==> src/rtl/mem_port_arbiter_if.sv <==
// Bundle of the two requester ports and the single-port memory bus around mem_port_arbiter.
// slave is the arbiter's view; master is the requesters' and memory model's view.
interface mem_port_arbiter_if #(
    parameter int AW = 5,
    parameter int DW = 8
);
    logic          req0;
    logic          we0;
    logic [AW-1:0] addr0;
    logic [DW-1:0] wdata0;
    logic          req1;
    logic          we1;
    logic [AW-1:0] addr1;
    logic [DW-1:0] wdata1;
    logic          gnt0;
    logic          gnt1;
    logic          done0;
    logic          done1;
    logic [DW-1:0] rdata;
    logic          busy;
    logic [AW-1:0] mem_addr;
    logic [DW-1:0] mem_wdata;
    logic          mem_rd;
    logic          mem_wr;
    logic [DW-1:0] mem_rdata;

    modport slave (
        input  req0, we0, addr0, wdata0,
        input  req1, we1, addr1, wdata1,
        input  mem_rdata,
        output gnt0, gnt1, done0, done1, rdata, busy,
        output mem_addr, mem_wdata, mem_rd, mem_wr
    );

    modport master (
        output req0, we0, addr0, wdata0,
        output req1, we1, addr1, wdata1,
        output mem_rdata,
        input  gnt0, gnt1, done0, done1, rdata, busy,
        input  mem_addr, mem_wdata, mem_rd, mem_wr
    );
endinterface

==> src/rtl/mem_port_arbiter.sv <==
// Two-port arbiter for the single-port program/data memory, one transfer per GRANT/ACCESS/RESP pass.
// Define MEM_ARB_FIXED_PRIO_EN to give port 1 (loader) fixed priority instead of round-robin.
module mem_port_arbiter #(
    parameter int AW = 5,
    parameter int DW = 8
) (
    input logic               clk,
    input logic               rst,
    mem_port_arbiter_if.slave bus
);

    typedef enum logic [1:0] {IDLE, GRANT, ACCESS, RESP} state_t;

    state_t        state;
    logic          owner;
    logic          we_l;
    logic [AW-1:0] addr_l;
    logic [DW-1:0] wdata_l;
    logic [DW-1:0] rdata_q;
    logic          gnt0_q, gnt1_q, done0_q, done1_q;
    logic          mem_rd_q, mem_wr_q, busy_q;
    logic [AW-1:0] mem_addr_q;
    logic [DW-1:0] mem_wdata_q;
`ifndef MEM_ARB_FIXED_PRIO_EN
    logic          last_owner;
`endif

    logic any_req;
    logic winner;

    always_comb begin
        any_req = bus.req0 | bus.req1;
        winner  = bus.req1;
        if (bus.req0 && bus.req1) begin
`ifdef MEM_ARB_FIXED_PRIO_EN
            winner = 1'b1;
`else
            winner = ~last_owner;
`endif
        end
    end

    always_ff @(posedge clk or posedge rst) begin
        if (rst) begin
            state       <= IDLE;
            owner       <= 1'b0;
            we_l        <= 1'b0;
            addr_l      <= '0;
            wdata_l     <= '0;
            rdata_q     <= '0;
            gnt0_q      <= 1'b0;
            gnt1_q      <= 1'b0;
            done0_q     <= 1'b0;
            done1_q     <= 1'b0;
            mem_rd_q    <= 1'b0;
            mem_wr_q    <= 1'b0;
            busy_q      <= 1'b0;
            mem_addr_q  <= '0;
            mem_wdata_q <= '0;
`ifndef MEM_ARB_FIXED_PRIO_EN
            last_owner  <= 1'b1;
`endif
        end else begin
            gnt0_q   <= 1'b0;
            gnt1_q   <= 1'b0;
            done0_q  <= 1'b0;
            done1_q  <= 1'b0;
            mem_rd_q <= 1'b0;
            mem_wr_q <= 1'b0;
            case (state)
                IDLE, RESP: begin
                    // Read data is only live on mem_rdata during RESP; capture it on the way out.
                    if (state == RESP && !we_l) rdata_q <= bus.mem_rdata;
                    if (any_req) begin
                        state   <= GRANT;
                        busy_q  <= 1'b1;
                        owner   <= winner;
                        we_l    <= winner ? bus.we1 : bus.we0;
                        addr_l  <= winner ? bus.addr1 : bus.addr0;
                        wdata_l <= winner ? bus.wdata1 : bus.wdata0;
                        gnt0_q  <= ~winner;
                        gnt1_q  <= winner;
`ifndef MEM_ARB_FIXED_PRIO_EN
                        last_owner <= winner;
`endif
                    end else begin
                        state  <= IDLE;
                        busy_q <= 1'b0;
                    end
                end
                GRANT: begin
                    state       <= ACCESS;
                    mem_addr_q  <= addr_l;
                    mem_wdata_q <= wdata_l;
                    mem_rd_q    <= ~we_l;
                    mem_wr_q    <= we_l;
                end
                ACCESS: begin
                    state   <= RESP;
                    done0_q <= ~owner;
                    done1_q <= owner;
                end
                default: begin
                    state  <= IDLE;
                    busy_q <= 1'b0;
                end
            endcase
        end
    end

    assign bus.gnt0      = gnt0_q;
    assign bus.gnt1      = gnt1_q;
    assign bus.done0     = done0_q;
    assign bus.done1     = done1_q;
    assign bus.busy      = busy_q;
    assign bus.mem_rd    = mem_rd_q;
    assign bus.mem_wr    = mem_wr_q;
    assign bus.mem_addr  = mem_addr_q;
    assign bus.mem_wdata = mem_wdata_q;
    assign bus.rdata     = (state == RESP && !we_l) ? bus.mem_rdata : rdata_q;

endmodule

==> src/flat_wrapper.sv <==
// flat-port wrapper written by rule: the top's interface ports become plain ports
module mem_port_arbiter_flat 
#(
    parameter int AW = 5,
    parameter int DW = 8
)
  (clk, rst, bus_req0, bus_we0, bus_addr0, bus_wdata0, bus_req1, bus_we1, bus_addr1, bus_wdata1, bus_mem_rdata, bus_gnt0, bus_gnt1, bus_done0, bus_done1, bus_rdata, bus_busy, bus_mem_addr, bus_mem_wdata, bus_mem_rd, bus_mem_wr);
  mem_port_arbiter_if #(.AW(AW), .DW(DW)) bus_i ();
  input logic clk;
  input logic rst;
  input wire logic [$bits(bus_i.req0)-1:0] bus_req0;
  input wire logic [$bits(bus_i.we0)-1:0] bus_we0;
  input wire logic [$bits(bus_i.addr0)-1:0] bus_addr0;
  input wire logic [$bits(bus_i.wdata0)-1:0] bus_wdata0;
  input wire logic [$bits(bus_i.req1)-1:0] bus_req1;
  input wire logic [$bits(bus_i.we1)-1:0] bus_we1;
  input wire logic [$bits(bus_i.addr1)-1:0] bus_addr1;
  input wire logic [$bits(bus_i.wdata1)-1:0] bus_wdata1;
  input wire logic [$bits(bus_i.mem_rdata)-1:0] bus_mem_rdata;
  output wire logic [$bits(bus_i.gnt0)-1:0] bus_gnt0;
  output wire logic [$bits(bus_i.gnt1)-1:0] bus_gnt1;
  output wire logic [$bits(bus_i.done0)-1:0] bus_done0;
  output wire logic [$bits(bus_i.done1)-1:0] bus_done1;
  output wire logic [$bits(bus_i.rdata)-1:0] bus_rdata;
  output wire logic [$bits(bus_i.busy)-1:0] bus_busy;
  output wire logic [$bits(bus_i.mem_addr)-1:0] bus_mem_addr;
  output wire logic [$bits(bus_i.mem_wdata)-1:0] bus_mem_wdata;
  output wire logic [$bits(bus_i.mem_rd)-1:0] bus_mem_rd;
  output wire logic [$bits(bus_i.mem_wr)-1:0] bus_mem_wr;
  assign bus_i.req0 = bus_req0;
  assign bus_i.we0 = bus_we0;
  assign bus_i.addr0 = bus_addr0;
  assign bus_i.wdata0 = bus_wdata0;
  assign bus_i.req1 = bus_req1;
  assign bus_i.we1 = bus_we1;
  assign bus_i.addr1 = bus_addr1;
  assign bus_i.wdata1 = bus_wdata1;
  assign bus_i.mem_rdata = bus_mem_rdata;
  assign bus_gnt0 = bus_i.gnt0;
  assign bus_gnt1 = bus_i.gnt1;
  assign bus_done0 = bus_i.done0;
  assign bus_done1 = bus_i.done1;
  assign bus_rdata = bus_i.rdata;
  assign bus_busy = bus_i.busy;
  assign bus_mem_addr = bus_i.mem_addr;
  assign bus_mem_wdata = bus_i.mem_wdata;
  assign bus_mem_rd = bus_i.mem_rd;
  assign bus_mem_wr = bus_i.mem_wr;
  mem_port_arbiter #(.AW(AW), .DW(DW)) u_core (.clk(clk), .rst(rst), .bus(bus_i));
endmodule
==> config.mk <==
export PLATFORM = sky130hd
export DESIGN_NAME = mem_port_arbiter_flat
export DESIGN_NICKNAME = d
export VERILOG_FILES = /design/src/rtl/mem_port_arbiter_if.sv /design/src/rtl/mem_port_arbiter.sv /design/src/flat_wrapper.sv
export SDC_FILE = /design/constraint.sdc
export NUM_CORES = 1
export LEC_CHECK = 0
export BUFFER_PORTS_ARGS = -buffer_cell sky130_fd_sc_hd__buf_4
export CAP_MARGIN = 20
export CORE_MARGIN = 2
export CORE_UTILIZATION = 30
export CTS_CLUSTER_SIZE = 16
export DETAILED_ROUTE_END_ITERATION = 6
export SYNTH_ARGS = -nofsm -noshare
export SYNTH_HDL_FRONTEND = slang
export SYNTH_SLANG_ARGS = --single-unit
==> constraint.sdc <==
create_clock -name clk -period 2 [get_ports clk]
set_clock_uncertainty 0.1 [all_clocks]
set_input_delay 0.3 -clock clk [delete_from_list [all_inputs] [get_ports clk]]
set_output_delay 0.3 -clock clk [all_outputs]
set_load 0.05 [all_outputs]
======== After elaboration in Yosys (flattened, before gate mapping) ========
Cells that the tools add are included.
operators by class
  mux-type cells .......................... 16
  bitwise logic cells ..................... 5
  reductions and logical operators ........ 6
  eq/ne operators ......................... 3
operator list
  operator              number
  $mux W8               2
  $mux W1               12
  $pmux W2 S3           1
  $mux W5               1
  $eq A2 B2 Y1 const B  2
  $not A1 Y1            4
  $eq A2 B1 Y1 const B  1
  $logic_and A1 B1 Y1   2
  $logic_not A2 Y1      1
  $reduce_and A2 Y1     1
  $reduce_or A2 Y1      1
  $logic_not A1 Y1      1
  $or A1 B1 Y1          1
storage, ports and cells
  flip-flop bits (word level) ............. 46

======== Longest topological paths before layout ========
Gate-level depths: netlist of run 1.
  depth in word-level cells ............... 5
  gate-level depth with buffers ........... 7
  gate-level depth less buffers ........... 5

======== Worst setup path after synthesis of run 1 ========
Ideal clock, no wire load.
  path type ............................... reg-to-output
  start point ............................. register u_core.state[0]
  end point ............................... output port bus_rdata[0]
  slack ................................... 0.368 ns
  data arrival time ....................... 1.232 ns
  cell stages (with the launch flop) ...... 5
  path buffers ............................ 1
  cells stage by stage .................... dfrtp_1 ha_1 nor2b_1 buf_4 mux2_2
on the way
  cells in the longest elaborated chain, start to end .. 3
RTL lines
  item                    line                     text
  from (decl)             mem_port_arbiter.sv:14   state_t state;
  from (signal assigned)  mem_port_arbiter.sv:45   state <= IDLE;
  from (signal assigned)  mem_port_arbiter.sv:75   state <= GRANT;
  from (signal assigned)  mem_port_arbiter.sv:87   state <= IDLE;
  $eq A2 B2 Y1            mem_port_arbiter.sv:120  assign bus.rdata = (state == RESP && !we_l) ? bus.mem_rdata : rdata_q;
  $logic_and A1 B1 Y1     mem_port_arbiter.sv:120
  $mux W8                 -
  to (decl)               flat_wrapper.sv:24       output wire logic [$bits(bus_i.rdata)-1:0] bus_rdata;
No other way between the ends.

======== Worst setup path in the final report of run 1 ========
  start point ............................. register u_core.state[0]
  end point ............................... output port bus_rdata[3]
Same word-level chain as after synthesis.

==> key figures, run 1 <==
Logic synthesis
  • Mapped Area: between 1500 and 2000 sq um
  • Synth Area in Compound Gates: 0.114
  • Largest family of logic cells by synthesized area: multiplexers
  • Mapped Cells: 156
  • Simple-Gate Fraction of Synth Area: 0.0766
  • Seq/Total Area, Yosys: 0.588
  • Unique masters post-synth: 25
  • Mux share of post-synthesis cell area: 0.167
  • Synth Net Count: 199
  • Yosys reg bits: 46
  • Post-Synth XOR/XNOR Area: 0
  • Synth warnings: 0
  • Adder-Cell Fraction of Synth Area: 0.0192
  • Mean Syn Cell Area: about 13 sq um

Floorplan
  • Overall die height: roughly 85 um
  • Die width: ~85 um
  • Initial core utilization: 0.309
  • Num rows: 29
  • DIE AREA: slightly above 7000 sq um
  • Top Ports: 68
  • CORE AREA: about 6300 sq um

Global routing
  • Largest net degree at the start of global routing: 18
  • Vias in the first global route: around 1500
  • First-pass GRT wire length: ~7400 um
  • Global route total overflow: 0
  • GR Util All Layers: 0.133
  • Initial antenna violation count: 0

Critical path
  • Reg2Reg Depth: 6
  • Crit path kind: reg2out
  • Slowest-stage cell, CP: dfrtp_1
  • Crit end category: output pin
  • Critical Path Start Type: flip-flop
  • Worst stage delay on the critical path: approximately 0.38 ns
  • CP startpoint: u_core.state[0]$_DFF_PP0_
  • Critical Path RT: 1.60 ns
  • Crit path cell chain: ha_1 -> nor2b_4 -> buf_6 -> mux2_4 -> buf_8
  • Max Fanout on Critical Path: 5
  • R2r startpoint: u_core.state[1]$_DFF_PP0_
  • WP data arrival: approximately 1.6 ns

Clock tree
  • Root buffer cell: clkbuf_8
  • CTS tree: done
  • Clk sinks: 46
  • H-Tree Depth: 2
  • Clock Latency Late Sink: between 0.2 and 0.3 ns
  • Clock Path Buffers: 2
  • Total CTS buffers: 5
  • Clk slew on worst S/H paths: about 0.080 ns

Detailed routing
  • Wire per inst: 14.2 um
  • Vias: 1478
  • Routed Antenna Nets: 0
  • DR pass1 iterations: 3
  • WL final: 4450 um
  • DRT iter0 DRCs: just over 40
  • Via/cell ratio: 4.72
  • Detailed-route DRC error count: 0

Hold path
  • WHS Path Cells: 2
  • Hold_sp: bus_req0
  • Hold crit path type: in2reg

Pwr
  • Cell Pwr Density: between 2000 and 2500 nW/um^2
  • Leakage: 1.35 nW
  • Maximum vdd ir drop: around 0.97 mV

Status
  • Failing checks: setup timing
  • Status: finished with violations

Final layout
  • Layout area overhead: 42.2%
  • Most common cell after layout, fill and taps aside: buf_4
  • Diodes inserted: 0
  • Share of layout cells above drive strength 1: 0.513
  • Core Util, Final: 0.439
  • Layout Nets: 278
  • Most frequent cells in the layout: buf_4, dfrtp_1, mux2_2, a21oi_1, nor2_1

STA
  • Final Setup Violations: 2
  • Period Utilization, post-route: 1.00
  • Slew margin rel.: 0.703
  • Worst-margin pin slew: around 0.44 ns
  • Final worst slack: -0.00335 ns
  • Post-layout min period: around 2 ns
  • Final Slew Violations: 0
  • F_max: about 500 MHz
  • Fin Setup TNS: -0.00519 ns
  • RSZ-0062 raised after global routing: yes
  • Endpoints failing hold: 0

Flow run
  • Max-cap violations: 0

Placement
  • Detailed Place HPWL: between 3000 and 4000 um
  • GPL Wtd Cong: approximately 0.65
  • # port buffers: 67
  • Pre-CTS setup slack: roughly 0.24 ns
sequential cells by signal, indices dropped and copies added (netlist names):
register	flops
u_core.addr_l	5
u_core.bus.busy	1
u_core.bus.done0	1
u_core.bus.done1	1
u_core.bus.gnt0	1
u_core.bus.gnt1	1
u_core.bus.mem_addr	5
u_core.bus.mem_rd	1
u_core.bus.mem_wdata	8
u_core.bus.mem_wr	1
u_core.last_owner	1
u_core.owner	1
u_core.rdata_q	8
u_core.state	2
u_core.wdata_l	8
u_core.we_l	1
metrics by stage:
step                      area [sq um]  instances  total power [mW]  hold WS, ns
after global routing              2790        313              6.02        0.126
after detailed placement          2560        299              4.83        0.211
after CTS                         2720        312              5.56        0.119
after floorplan                   1960        156              3.93        0.273
final                             2790        313              5.65        0.128
after global placement            2560        299              4.79        0.204
worst max-delay path, delay by kind of cell (launching register included):
kind	cells	cell delay [ns]
flops	1	0.38
buf+inv	2	0.29
mux	1	0.31
fa+ha+maj	1	0.20
simple gates	1	0.13
Yosys cell counts:
| master | n | area share |
|---|---|---|
| and3_1 | 4 | 0.013 |
| dfrtp_1 | 45 | 0.57 |
| dfstp_2 | 1 | 0.013 |
| nand2_1 | 10 | 0.019 |
| buf_4 | 2 | 0.0077 |
| inv_1 | 5 | 0.0096 |
| clkbuf_1 | 1 | 0.0019 |
| buf_2 | 4 | 0.010 |
| a31oi_1 | 1 | 0.0032 |
| and2_1 | 2 | 0.0064 |
| ha_1 | 3 | 0.019 |
| buf_6 | 1 | 0.0057 |
| a221o_1 | 4 | 0.020 |
| nor2_1 | 12 | 0.023 |
| o21a_1 | 1 | 0.0038 |
| a21oi_1 | 21 | 0.054 |
| nand2_4 | 1 | 0.0057 |
| nor2b_1 | 2 | 0.0064 |
| mux2_2 | 29 | 0.17 |
| a21o_1 | 2 | 0.0077 |
| o21ai_4 | 1 | 0.0083 |
| a21bo_2 | 1 | 0.0051 |
| a21boi_4 | 1 | 0.0096 |
| o21ai_0 | 1 | 0.0026 |
| nor2_2 | 1 | 0.0032 |
final timing paths:
kind	endpoint	slack, ns
max reg2reg	u_core.wdata_l[7]$_DFFE_PP0P_	0.20
max in group asynchronous	u_core.last_owner$_DFFE_PP1P_	0.76
min	u_core.last_owner$_DFFE_PP1P_	0.13
max	bus_rdata[3]	-0.003
min reg2reg	u_core.bus.done0$_DFF_PP0_	0.35
min in group asynchronous	u_core.rdata_q[1]$_DFFE_PP0P_	0.44
report_power, final:
| group | internal, mW | switching, mW | total (mW) |
|---|---|---|---|
| combinational | 1.46 | 1.99 | 3.45 |
| sequential | 1.42 | 0.250 | 1.67 |
| clock | 0.249 | 0.293 | 0.542 |
| total | 3.12 | 2.53 | 5.65 |
final cells by class:
type,count,area (sq um)
Inverter,5,18.8
Timing Repair Buffer,80,667
Clock buffer,8,80.1
Sequential cell,46,1150
Multi-Input combinational cell,97,772
Fill cell,617,3560
Tap cell,77,96.3
logic make-up (layout without fill, tap and decap cells):
family / Yosys count / count (layout)
AOI/OAI and AO/OA: 33 / 33
adders and majority gates: 3 / 3
buffers and inverters: 13 / 93
DFF: 46 / 46
muxes: 29 / 29
and+or+nand+nor: 32 / 32
what timing repair did:
| item | in CTS | in global routing |
|---|---|---|
| endpoints found under the setup margin | 8 | 8 |
| gates cloned | 1 | 0 |
| gates resized for setup | 12 | 15 |
| hold buffers | 1 | 0 |
| hold endpoints to repair | 15 | 0 |
| buffers inserted | 3 | 1 |
per-layer routing:
| layer | track usage | part of all wire |
|---|---|---|
| met2 | 0.232 | 0.51 |
| met4 | 0.0390 | 0.0097 |
| met5 | 0 | 0 |
| met1 | 0.163 | 0.44 |
| met3 | 0.0340 | 0.046 |
(Power assumes the default switching activity.)
==> run 2: changes to the inputs <==
--- a/config.mk
+++ b/config.mk
@@ -5,12 +5,14 @@
 export SDC_FILE = /design/constraint.sdc
 export NUM_CORES = 1
 export LEC_CHECK = 0
+export ABC_AREA = 1
 export BUFFER_PORTS_ARGS = -buffer_cell sky130_fd_sc_hd__buf_4
 export CAP_MARGIN = 20
 export CORE_MARGIN = 2
 export CORE_UTILIZATION = 30
 export CTS_CLUSTER_SIZE = 16
 export DETAILED_ROUTE_END_ITERATION = 6
+export REMOVE_ABC_BUFFERS = 1
 export SYNTH_ARGS = -nofsm -noshare
 export SYNTH_HDL_FRONTEND = slang
 export SYNTH_SLANG_ARGS = --single-unit
==> run 2 against run 1 <==
The run now ends clean. Utilization decreased by 3.4 points. Design area increased by 5.3%. Combinational power down 4%. Largest cell class unchanged. Final cell count grew 40%.
==> key figures, run 2 <==
Pwr
  • Leakage: 1.65 nW (was 1.35 nW)
  • Clock power frac: 0.122 (was 0.096)
  • Net Sw Frac: 0.504 (was 0.447)
  • Maximum vdd ir drop: 0.550 mV (was 0.972 mV)
  • Cell Pwr Density: 1920 nW/um^2 (was 2030 nW/um^2)
  • Comb pwr share: 0.586 (was 0.609)
  • Psw: 2.84 mW (was 2.53 mW)
  • Flop pwr share: 0.292 (was 0.295)
  • Power Internal: 2.80 mW (was 3.12 mW)

Global routing
  • Global route total overflow: 0 (unchanged)
  • First-pass GRT wire length: 8770 um (was 7440 um)
  • GR Util All Layers: 0.132 (was 0.133)
  • Vias in the first global route: 1813 (was 1528)
  • Initial antenna violation count: 0 (unchanged)
  • Largest net degree at the start of global routing: 47 (was 18)

Logic synthesis
  • Post-synth EDFFs: 0 (unchanged)
  • Mapped Area: 2250 sq um (was 1960 sq um)
  • Mapped Cells: 271 (was 156)
  • Mean Syn Cell Area: 8.32 sq um (was 12.6 sq um)
  • Seq/Total Area, Yosys: 0.511 (was 0.588)
  • Synth warnings: 0 (unchanged)
  • Post-synth top flop: dfrtp_1 (unchanged)
  • Synth top area share: 0.499 (was 0.575)
  • Synth async-reset ratio: 1.00 (unchanged)
  • Yosys top cell by area: dfrtp_1 (unchanged)
  • Ranking of synthesized cells by area: dfrtp_1, nand2_1, inv_1, nand3_1, nand3b_1 (was dfrtp_1, mux2_2, a21oi_1, nor2_1, a221o_1)
  • Top post-synthesis cells by count: nand2_1, dfrtp_1, inv_1 (was dfrtp_1, mux2_2, a21oi_1)
  • Unique masters post-synth: 23 (was 25)
  • Most common cell in the netlist: nand2_1 (was dfrtp_1)
  • Yosys reg bits: 46 (unchanged)

Clock tree
  • Clock Path Buffers: 2 (unchanged)
  • Root buffer cell: clkbuf_8 (unchanged)
  • Setup Fix Bufs, Post-CTS: 0 (was 3)
  • Clock Latency Late Sink: 0.30 ns (was 0.29 ns)
  • Total CTS buffers: 5 (unchanged)
  • Clk sinks: 46 (unchanged)
  • H-Tree Depth: 2 (unchanged)
  • CTS tree: done (unchanged)
  • Clk slew on worst S/H paths: 0.09 ns (was 0.08 ns)

Detailed routing
  • Routed Antenna Nets: 0 (unchanged)
  • Detailed-route DRC error count: 0 (unchanged)
  • Wire per inst: 11.9 um (was 14.2 um)
  • DRT iter0 DRCs: 92 (was 41)
  • Via/cell ratio: 4.32 (was 4.72)
  • WL final: 5230 um (was 4450 um)
  • DR pass1 iterations: 4 (was 3)
  • Vias: 1894 (was 1478)

Critical path
  • Worst reg2reg path endpoint: u_core.wdata_l[5]$_DFFE_PP0P_ (was u_core.wdata_l[7]$_DFFE_PP0P_)
  • CP startpoint: u_core.state[0]$_DFF_PP0_ (unchanged)
  • WP data arrival: 1.49 ns (was 1.60 ns)
  • Flop2flop setup slack: 0.25 ns (was 0.20 ns)
  • Critical Path RT: 1.60 ns (about the same)
  • Max Fanout on Critical Path: 9 (was 5)
  • Crit path kind: reg2out (unchanged)
  • Critical Path Start Type: flip-flop (unchanged)
  • Reg2Reg Depth: 6 (unchanged)
  • R2r startpoint: u_core.state[0]$_DFF_PP0_ (was u_core.state[1]$_DFF_PP0_)
  • Crit end category: output pin (unchanged)

Floorplan
  • Num rows: 31 (was 29)
  • Top Ports: 68 (unchanged)
  • Die width: 90.7 um (was 84.8 um)
  • CORE AREA: 7250 sq um (was 6350 sq um)
  • DIE AREA: 8220 sq um (was 7190 sq um)
  • Initial core utilization: 0.311 (was 0.309)
  • Overall die height: 90.7 um (was 84.8 um)

Hold path
  • Hold_sp: bus_addr0[4] (was bus_req0)
  • WHS Path Cells: 3 (was 2)
  • Hold EP: u_core.addr_l[4]$_DFFE_PP0P_ (was u_core.last_owner$_DFFE_PP1P_)
  • Hold crit path type: in2reg (unchanged)

STA
  • Final worst slack: 0.107 ns (was -0.00335 ns)
  • Final Setup Violations: 0 (was 2)
  • Min Hold Slack: 0.142 ns (was 0.128 ns)
  • Period Utilization, post-route: 0.946 (was 1.00)
  • Post-layout min period: 1.89 ns (was 2.00 ns)
  • F_max: 528 MHz (was 499 MHz)
  • Slew margin rel.: 0.665 (was 0.703)
  • Worst-margin pin slew: 0.501 ns (was 0.444 ns)
  • Final Slew Violations: 0 (unchanged)
  • Fin Setup TNS: 0 ns (was -0.00519 ns)
  • RSZ-0062 raised after global routing: no (was yes)
  • Endpoints failing hold: 0 (unchanged)

Placement
  • Cell area after placement: 2800 sq um (was 2560 sq um)
  • Detailed Place HPWL: 3570 um (was 3190 um)
  • Pre-CTS setup slack: 0.227 ns (was 0.237 ns)
  • GPL Wtd Cong: 0.747 (was 0.651)
  • # port buffers: 67 (unchanged)

Final layout
  • Core Util, Final: 0.405 (was 0.439)
  • Most frequent cells in the layout: nand2_1, buf_4, dfrtp_1, inv_1, nand3_1 (was buf_4, dfrtp_1, mux2_2, a21oi_1, nor2_1)
  • Final instance area: 2940 sq um (was 2790 sq um)
  • Diodes inserted: 0 (unchanged)
  • Share of layout cells above drive strength 1: 0.274 (was 0.513)
  • Layout Nets: 381 (was 278)
  • Layout area overhead: 30.2% (was 42.2%)
  • Most common cell after layout, fill and taps aside: nand2_1 (was buf_4)

Status
  • Status: finished, final reports clean (was finished with violations)

Flow run
  • Max-cap violations: 0 (unchanged)
## run 2: routing by layer
layer	part of all wire	GRT usage	vias to the layer above
met3	0.042	0.0326	8
met4	0.018	0.0462	0
li1	-	-	968
met2	0.50	0.216	38
met5	0	0	-
met1	0.44	0.170	880
## run 2: layout make-up
class                      count  area, sq um
sequential                    46         1150
inverter                      38          143
clock buffer                   6         72.6
tap                           99          124
fill                         739         4320
timing repair buffer          71          548
multi-input combinational    176          858
clock inverter                 2         37.5
## run 2: worst max path at each step
stage / endpoint / cells past startpoint
final: bus_rdata[3] / 5
after global routing: bus_rdata[3] / 5
after CTS: bus_rdata[3] / 5
after detailed placement: u_core.wdata_l[5]$_DFFE_PP0P_ / 6
after global placement: u_core.we_l$_DFFE_PP0P_ / 6
after floorplan: u_core.addr_l[4]$_DFFE_PP0P_ / 6
## run 2: cell families (layout without fill, tap and decap cells)
kind of cell	Yosys count	in the layout	share of synthesized area
DFF	46	46	0.511
buffers and inverters	50	117	0.113
AOI/OAI and AO/OA	10	10	0.0361
and+or+nand+nor	162	163	0.323
adders and majority gates	3	3	0.0166
## run 2: power by group through the flow
stage,sequential (mW),combinational [mW],clock [mW]
floorplan,2.24,1.74,0
global route,1.70,3.62,0.750
CTS,1.65,3.34,0.711
detailed placement,1.66,3.33,0
finish,1.65,3.30,0.688
global placement,1.65,3.29,0
## run 2: metrics by stage
stage / power (mW) / std cells
after global placement: 4.94 / 428
final: 5.64 / 438
after global routing: 6.08 / 438
after detailed placement: 4.99 / 428
after floorplan: 3.98 / 259
after CTS: 5.70 / 437
## run 2: critical path, cell delays in order, from the launching register on
cell and delay [ns]:
dfrtp_1 0.41, ha_1 0.27, nand2_4 0.13, nand2_1 0.08
o21a_1 0.11, buf_4 0.18
## run 2: what timing repair did
action	CTS	global route
hold buffers	1	0
endpoints found under the hold margin	45	0
pin swaps	0	1
gates resized for setup	1	0
endpoints found under the setup margin	8	3
cloned	0	1
